[config.mk]
export PLATFORM = sky130hd
export DESIGN_NAME = traffic_phase_controller
export DESIGN_NICKNAME = d
export VERILOG_FILES = /design/src/rtl/traffic_phase_controller.sv
export SDC_FILE = /design/constraint.sdc
export NUM_CORES = 1
export LEC_CHECK = 0
export BUFFER_PORTS_ARGS = -buffer_cell sky130_fd_sc_hd__buf_2
export CAP_MARGIN = 20
export CORE_UTILIZATION = 50
export CTS_CLUSTER_DIAMETER = 50
export DETAILED_ROUTE_END_ITERATION = 7
export GPL_ROUTABILITY_DRIVEN = 0
export PLACE_DENSITY = 0.71
export REMOVE_ABC_BUFFERS = 1
export SETUP_SLACK_MARGIN = 0.02
export SLEW_MARGIN = 40
export SYNTH_ARGS = -nofsm -noshare
export SYNTH_HDL_FRONTEND = slang
export SYNTH_SLANG_ARGS = --single-unit
[constraint.sdc]
create_clock -name clk -period 5.2 [get_ports clk]
set_input_delay 0 -clock clk [delete_from_list [all_inputs] [get_ports clk]]
set_output_delay 0 -clock clk [all_outputs]
set_load 0.02 [all_outputs]
[src/rtl/traffic_phase_controller.sv]
// Two-road intersection phase sequencer: 1 s tick generator, per-phase seconds
// countdown, optional pedestrian-walk phase and lamp decode.
module traffic_phase_controller #(
   parameter int unsigned TICK_CYCLES = 50000000,
   parameter int unsigned GREEN_SEC   = 10,
   parameter int unsigned YELLOW_SEC  = 3,
   parameter int unsigned ALLRED_SEC  = 1,
   parameter int unsigned PED_SEC     = 7
) (
   input  logic       clk,
   input  logic       reset,
   input  logic       ped_req,
   input  logic       hold,
   output logic [7:0] second,
   output logic [2:0] light_ns,
   output logic [2:0] light_ew,
   output logic       ped_walk,
   output logic [2:0] phase,
   output logic       tick
);

   localparam logic [2:0] NS_G = 3'd0, NS_Y = 3'd1, AR_A = 3'd2, EW_G = 3'd3,
                          EW_Y = 3'd4, AR_B = 3'd5, PED  = 3'd6;
   localparam logic [31:0] TERM = 32'(TICK_CYCLES - 1);

   logic [31:0] cnt;
   logic        tick_r;
   logic        ped_pending;
   logic [2:0]  state, state_nx;
   logic [7:0]  sec_nx;
   logic        pend_nx;
   logic        step;

   function automatic logic [7:0] load_val(input logic [2:0] p);
      case (p)
         NS_G, EW_G: load_val = 8'(GREEN_SEC);
         NS_Y, EW_Y: load_val = 8'(YELLOW_SEC);
         AR_A, AR_B: load_val = 8'(ALLRED_SEC);
         default:    load_val = 8'(PED_SEC);
      endcase
   endfunction

   assign step = (cnt == TERM) && !hold;

   // State register, including the seconds countdown and pedestrian latch.
   always_ff @(posedge clk or posedge reset) begin
      if (reset) begin
         state       <= NS_G;
         second      <= 8'(GREEN_SEC);
         cnt         <= '0;
         tick_r      <= 1'b0;
         ped_pending <= 1'b0;
      end else begin
         state       <= state_nx;
         second      <= sec_nx;
         ped_pending <= pend_nx;
         tick_r      <= step;
         if (!hold) cnt <= (cnt == TERM) ? '0 : cnt + 32'd1;
      end
   end

   always_comb begin
      state_nx = state;
      sec_nx   = second;
      if (state > PED) begin
         state_nx = NS_G;
         sec_nx   = 8'(GREEN_SEC);
      end else if (step) begin
         if (second != 8'd0) begin
            sec_nx = second - 8'd1;
         end else begin
            case (state)
               AR_B:    state_nx = ped_pending ? PED : NS_G;
               PED:     state_nx = NS_G;
               default: state_nx = state + 3'd1;
            endcase
            sec_nx = load_val(state_nx);
         end
      end
      // Entering PED serves the request, even one arriving on that same edge.
      pend_nx = ped_pending;
      if (state_nx == PED && state != PED) pend_nx = 1'b0;
      else if (ped_req && state != PED)    pend_nx = 1'b1;
   end

   always_comb begin
      light_ns = 3'b001;
      light_ew = 3'b001;
      ped_walk = 1'b0;
      case (state)
         NS_G:    light_ns = 3'b100;
         NS_Y:    light_ns = 3'b010;
         EW_G:    light_ew = 3'b100;
         EW_Y:    light_ew = 3'b010;
         PED:     ped_walk = 1'b1;
         default: ;
      endcase
   end

   assign phase = state;
   assign tick  = tick_r & ~hold;

endmodule

Word level (Yosys, flattened, before mapping)
Cells that the tools add are included.
W data, S select, Z words.
Operators by class
  add/subtract/negate cells: 3
  multipliers: 0
  divide/modulo/power cells: 0
  $lt $le $gt $ge: 1
  equal/unequal tests: 13
  shifts and indexed selects: 0
  multiplexer cells: 18
  bitwise gates (word level): 2
  reductions and logical operators: 12
Operators by type and width (count)
  $add A32 B1 Y32 const B: 1
  $eq A32 B26 Y1 const B: 1
  $mux W32: 1
  $mux W8: 3
  $mux W3: 7
  $eq A3 B3 Y1 const B: 6
  $pmux W3 S2: 3
  $pmux W4 S3: 1
  $eq A3 B2 Y1 const B: 3
  $reduce_bool A8 Y1: 1
  $sub A8 B1 Y8 const B: 1
  $eq A3 B1 Y1 const B: 2
  $logic_not A3 Y1: 2
  $reduce_or A2 Y1: 3
  $reduce_bool A2 Y1: 2
  $add A3 B1 Y3 const B: 1
  $gt A3 B3 Y1 const B: 1
  $logic_and A1 B1 Y1: 3
  $mux W1: 3
  $ne A3 B3 Y1 const B: 1
  $and A1 B1 Y1: 1
  $logic_not A1 Y1: 1
  $not A1 Y1: 1
Storage, ports and cells
  register bits after elaboration: 45
  bits in latches: 0
  memory bits (writable): 0
  memory bits (read-only): 0
  bits of input ports: 4
  output and inout port bits: 19
  word-level logic and storage cells: 54
  memories: 0

Depth between registers and ports, before layout
  word-level depth: 11
  gate-level depth with buffers: 9
  gate-level depth less buffers: 7

Least setup slack after synthesis
Ideal clock, no wire load.
  path kind: flip-flop to flip-flop
  from: register state[0] (netlist: phase[0])
  to: register second[1]
  setup time: 89 ps
  arrival: 1992 ps
  required time: 5111 ps
  setup slack: 3120 ps
  stages on the path, launching flop included: 8
  buffers on the path: 0
  period minus slack after synthesis: 2080 ps
  cell sequence: dfrtp_1 inv_1 ha_1 o21ai_0 o21ai_0 a2111o_1 a21oi_1 o21ai_0
Between the ends
  longest elaborated chain between the ends: 11
  elaborated cells on any way between the ends: 22
  classes of those cells: add/sub (1); order compare (1); eq/ne (7); mux (8); reduce/logical (5)
RTL lines
  from (decl): RTL line 29  | logic [2:0] state, state_nx;
  from (signal assigned): RTL line 54  | state <= state_nx;
  $add A3 B1 Y3 or $eq A3 B3 Y1 (tied branches): RTL line 75, 72
  $pmux W3 S2: RTL line 72  | case (state)
  $mux W3: RTL line 69  | if (second != 8'd0) begin
  $mux W3: RTL line 68  | end else if (step) begin
  $mux W3: RTL line 65  | if (state > PED) begin
  $eq A3 B2 Y1 (tied with other cells): RTL line 35  | case (p)
  $reduce_or A2 Y1: RTL line 35
  $pmux W4 S3: RTL line 35
  $mux W8: RTL line 69
  $mux W8: RTL line 68
  $mux W8: RTL line 65
  to (signal assigned): RTL line 49  | second <= 8'(GREEN_SEC);
  to (signal assigned): RTL line 55  | second <= sec_nx;
  to (decl): RTL line 14  | output logic [7:0] second,
Parallel ways exist; a longest one is shown, timed or not. The select of a mux whose other input is x is not followed.
A chain may end at the register's enable or synchronous reset.

Final worst setup path
  from: register cnt[0]
  to: register second[7]
Between the ends
  longest elaborated chain between the ends: 3
RTL lines
  from (decl): RTL line 26  | logic [31:0] cnt;
  from (signal assigned): RTL line 58  | if (!hold) cnt <= (cnt == TERM) ? '0 : cnt + 32'd1;
  $eq A32 B26 Y1: RTL line 43  | assign step = (cnt == TERM) && !hold;
  $logic_and A1 B1 Y1: RTL line 43
  $reduce_bool A2 Y1 (no source line)
Every way passes these cells.

==> flow_summary.yaml <==
synth:
  synth_mux_area_frac: 0.00401
  yosysSeqAreaShare: 0.453
  synth_compound_area_frac: 0.0813
  synth_top_area_cell: "dfrtp_1"
  synth-xor-area-share: 0.109
  synth_top_family_by_area: "simple AND/OR/NAND/NOR gates"
  synth_top_area_frac: 0.432
  ys_types: 44
  synth-edff-count: 0
  synthAdderAreaFrac: 0.0452
  netlist_area_um2: 2490
  synth_area_per_cell_um2: 9.41
  synthSimpleGateAreaFrac: 0.275
  synthArstFlopShare: 1.00
  postSynthCellCount: 265
  yosys-top-cells-count: "dfrtp_1 (43), nor2_1 (27), nand3_1 (22)"
  ys_warn_count: 0
  ys_ff_latch: 45
  synthTopCellsByArea: "dfrtp_1 (43%), xor2_1 (6.3%), xnor2_1 (4.6%), ha_1 (4.5%), nand3_1 (4.4%)"
  yosysMostFrequentCell: "dfrtp_1"
  ys.flop_type: "dfrtp_1"
floorplanning:
  core_area_um2: 4750
  num_rows: 25
  die_h_um: 72.6
  die_area_um2: 5270
  die_w_um: 72.6
  start_util: 0.524
  io_pins: 23
critical_path:
  worstSetupStartpoint: "cnt[0]"
  critPathMaxStageDelay_ps: 560
  path_buf_inv: 0
  path_cells: "ha_1 > or4bb_1 > nor3_4 > nand3_2 > or4_1 > a21oi_1"
  r2r_start: "cnt[0]"
  cpLargestDelayFamily: "simple AND/OR/NAND/NOR gates"
  worstSetupPathType: "register to register"
  worstPathMaxFanout: 13
  cp-end-kind: "register"
  rrSetupSlack_ps: 2860
  critPathArrivalTime_ps: 2570
  reg2reg_depth: 6
  crit_end: "second[7]"
  worst-path-stages: 6
  startpoint_type: "register"
  required_ps: 5430
  critPathSlowestCell: "or4_1"
  rr_endpoint: "second[7]"
sta:
  hold_viol_final: 0
  finalCritPeriodShare: 0.449
  slew_headroom: 0.511
  finClkSkew_ps: 11.5
  tns_ps: 0
  grt_setup_unrepaired: "false"
  fmax_mhz: 428
  period_minus_slack_ps: 2340
  worstMarginPinSlew_ps: 727
  setup_viol: 0
  holdWs_ps: 3.65
  drv_slew: 0
drt:
  vias_per_cell: 5.50
  drc: 0
  drt_first_pass_iters: 4
  wl_mm: 4.97
  drtAntennaViolNets: 0
  num_vias: 1974
  dr.first_iter.drc_count: 125
  routedWlPerCell_um: 13.8
power:
  power_density_nw_per_um2: 241
  finalPower_w: 0.000670
  p_leak_nw: 1.32
  peakVddDrop_mv: 0.159
cells_and_area:
  nFillCells: 425
  final_cell_area_um2: 2780
  antenna_cells: 0
  layout.nets: 304
  fin_util: 0.585
  drive_gt1_frac: 0.137
  syn_to_final_growth_pct: 11.5
clocking:
  cts-root-buf: "clkbuf_8"
  h-tree-depth: 2
  clk_pin_slew_ps: 90
  cts_tree: "yes"
  clk_latency_ps: 300
  cts_buffers: 5
  clk_path_buf_depth: 2
  cts_sinks: 45
  post_cts_buffers: 0
status:
  status: "finished clean"
placement:
  place_area_um2: 2670
  port-buffer-count: 22
  dpl.hpwl_mm: 3.57
global_route:
  track_usage: 0.210
  grt.overflow.total: 0
  grt_pass1_wl_mm: 8.65
  antenna_found_initial: 0
  grt_pass1_vias: 1846
  grt_max_degree: 46
hold_path:
  hold_class: "input pin to register"
job:
  maxCapViolCount: 0
-- layer usage --
layer  vias up  track usage  part of all wire
met2        39        0.346              0.48
met3         4       0.0345             0.031
li1        978            -                 -
met1       953        0.287              0.48
met5         -            0                 0
met4         0       0.0566            0.0089
-- through the flow --
step / setup slack (ps) / std cells
after detailed placement: 2890 / 349
after global routing: 2610 / 359
final: 2860 / 359
after CTS: 2860 / 359
after floorplan: 3060 / 259
after global placement: 2970 / 349
-- kinds of logic (layout without fill, tap and decap cells) --
logic type,count (synthesis),after routing
AOI/OAI and AO/OA,34,34
xor gates and xnor gates,31,31
adders and majority gates,9,9
buffers and inverters,20,47
DFF,45,45
muxes,1,1
and+or+nand+nor,125,125
-- sequential cells by signal, summed over array words and instances (netlist names) --
signal and flops:
second 8, cnt 32, phase 3, tick_r 1
ped_pending 1
-- where the power goes --
part | switching [W] | internal [W]
logic | 0.0000308 | 0.0000260
registers | 0.0000234 | 0.000372
clock network | 0.000123 | 0.0000954
-- timing repair --
action	in CTS	in global routing
hold buffers	2	0
resized for setup	0	0
hold endpoints to repair	44	0
-- cell type report --
cell class | instances | area [um^2] | area share
inverters | 14 | 52.6 | 0.0189
well taps | 67 | 83.8 | 0.0301
repair buffers | 25 | 138 | 0.0495
multi-input cells | 200 | 1290 | 0.463
flip-flops and latches | 45 | 1130 | 0.406
clock inverters | 3 | 22.5 | 0.00810
clock buffers | 5 | 68.8 | 0.0247
-- worst reg2reg max path, cell delays in order (launching register included) --
cell and delay [ps]:
dfrtp_1 400, ha_1 210, or4bb_1 530, nor3_4 170
nand3_2 240, or4_1 560, a21oi_1 150
-- how the worst min path moves through the flow --
| stage | startpoint | endpoint | slack, ps | depth (start not counted) |
|---|---|---|---|---|
| 3_5_place_dp | reset | phase[2] | 170 | 3 |
| 6_report | hold | cnt[1] | 4 | 2 |
| 2_1_floorplan | hold | tick | 80 | 1 |
| 5_1_grt | hold | cnt[1] | 20 | 2 |
| 4_1_cts | hold | cnt[1] | 2 | 2 |
| 3_3_place_gp | reset | phase[2] | 170 | 3 |
-- cell usage in the layout, fill, tap and decap left out, types with 3 or more instances in the layout --
cell / netlist / routed
and4b_1: 3 / 3
buf_2: 3 / 22
o21ai_0: 11 / 11
clkbuf_8: 0 / 5
nor4_1: 3 / 3
nand2_1: 19 / 19
dfrtp_1: 43 / 43
xor2_1: 18 / 18
inv_1: 13 / 12
o21a_1: 3 / 3
nor2_1: 27 / 27
a31oi_1: 3 / 3
nor3_1: 11 / 10
a21oi_1: 11 / 11
nand4_1: 5 / 5
and3_1: 11 / 11
or3_1: 3 / 3
ha_1: 9 / 9
or4_1: 3 / 3
nand3_1: 22 / 22
xnor2_1: 13 / 13
Note: power is estimated with default switching activity, not from simulation.
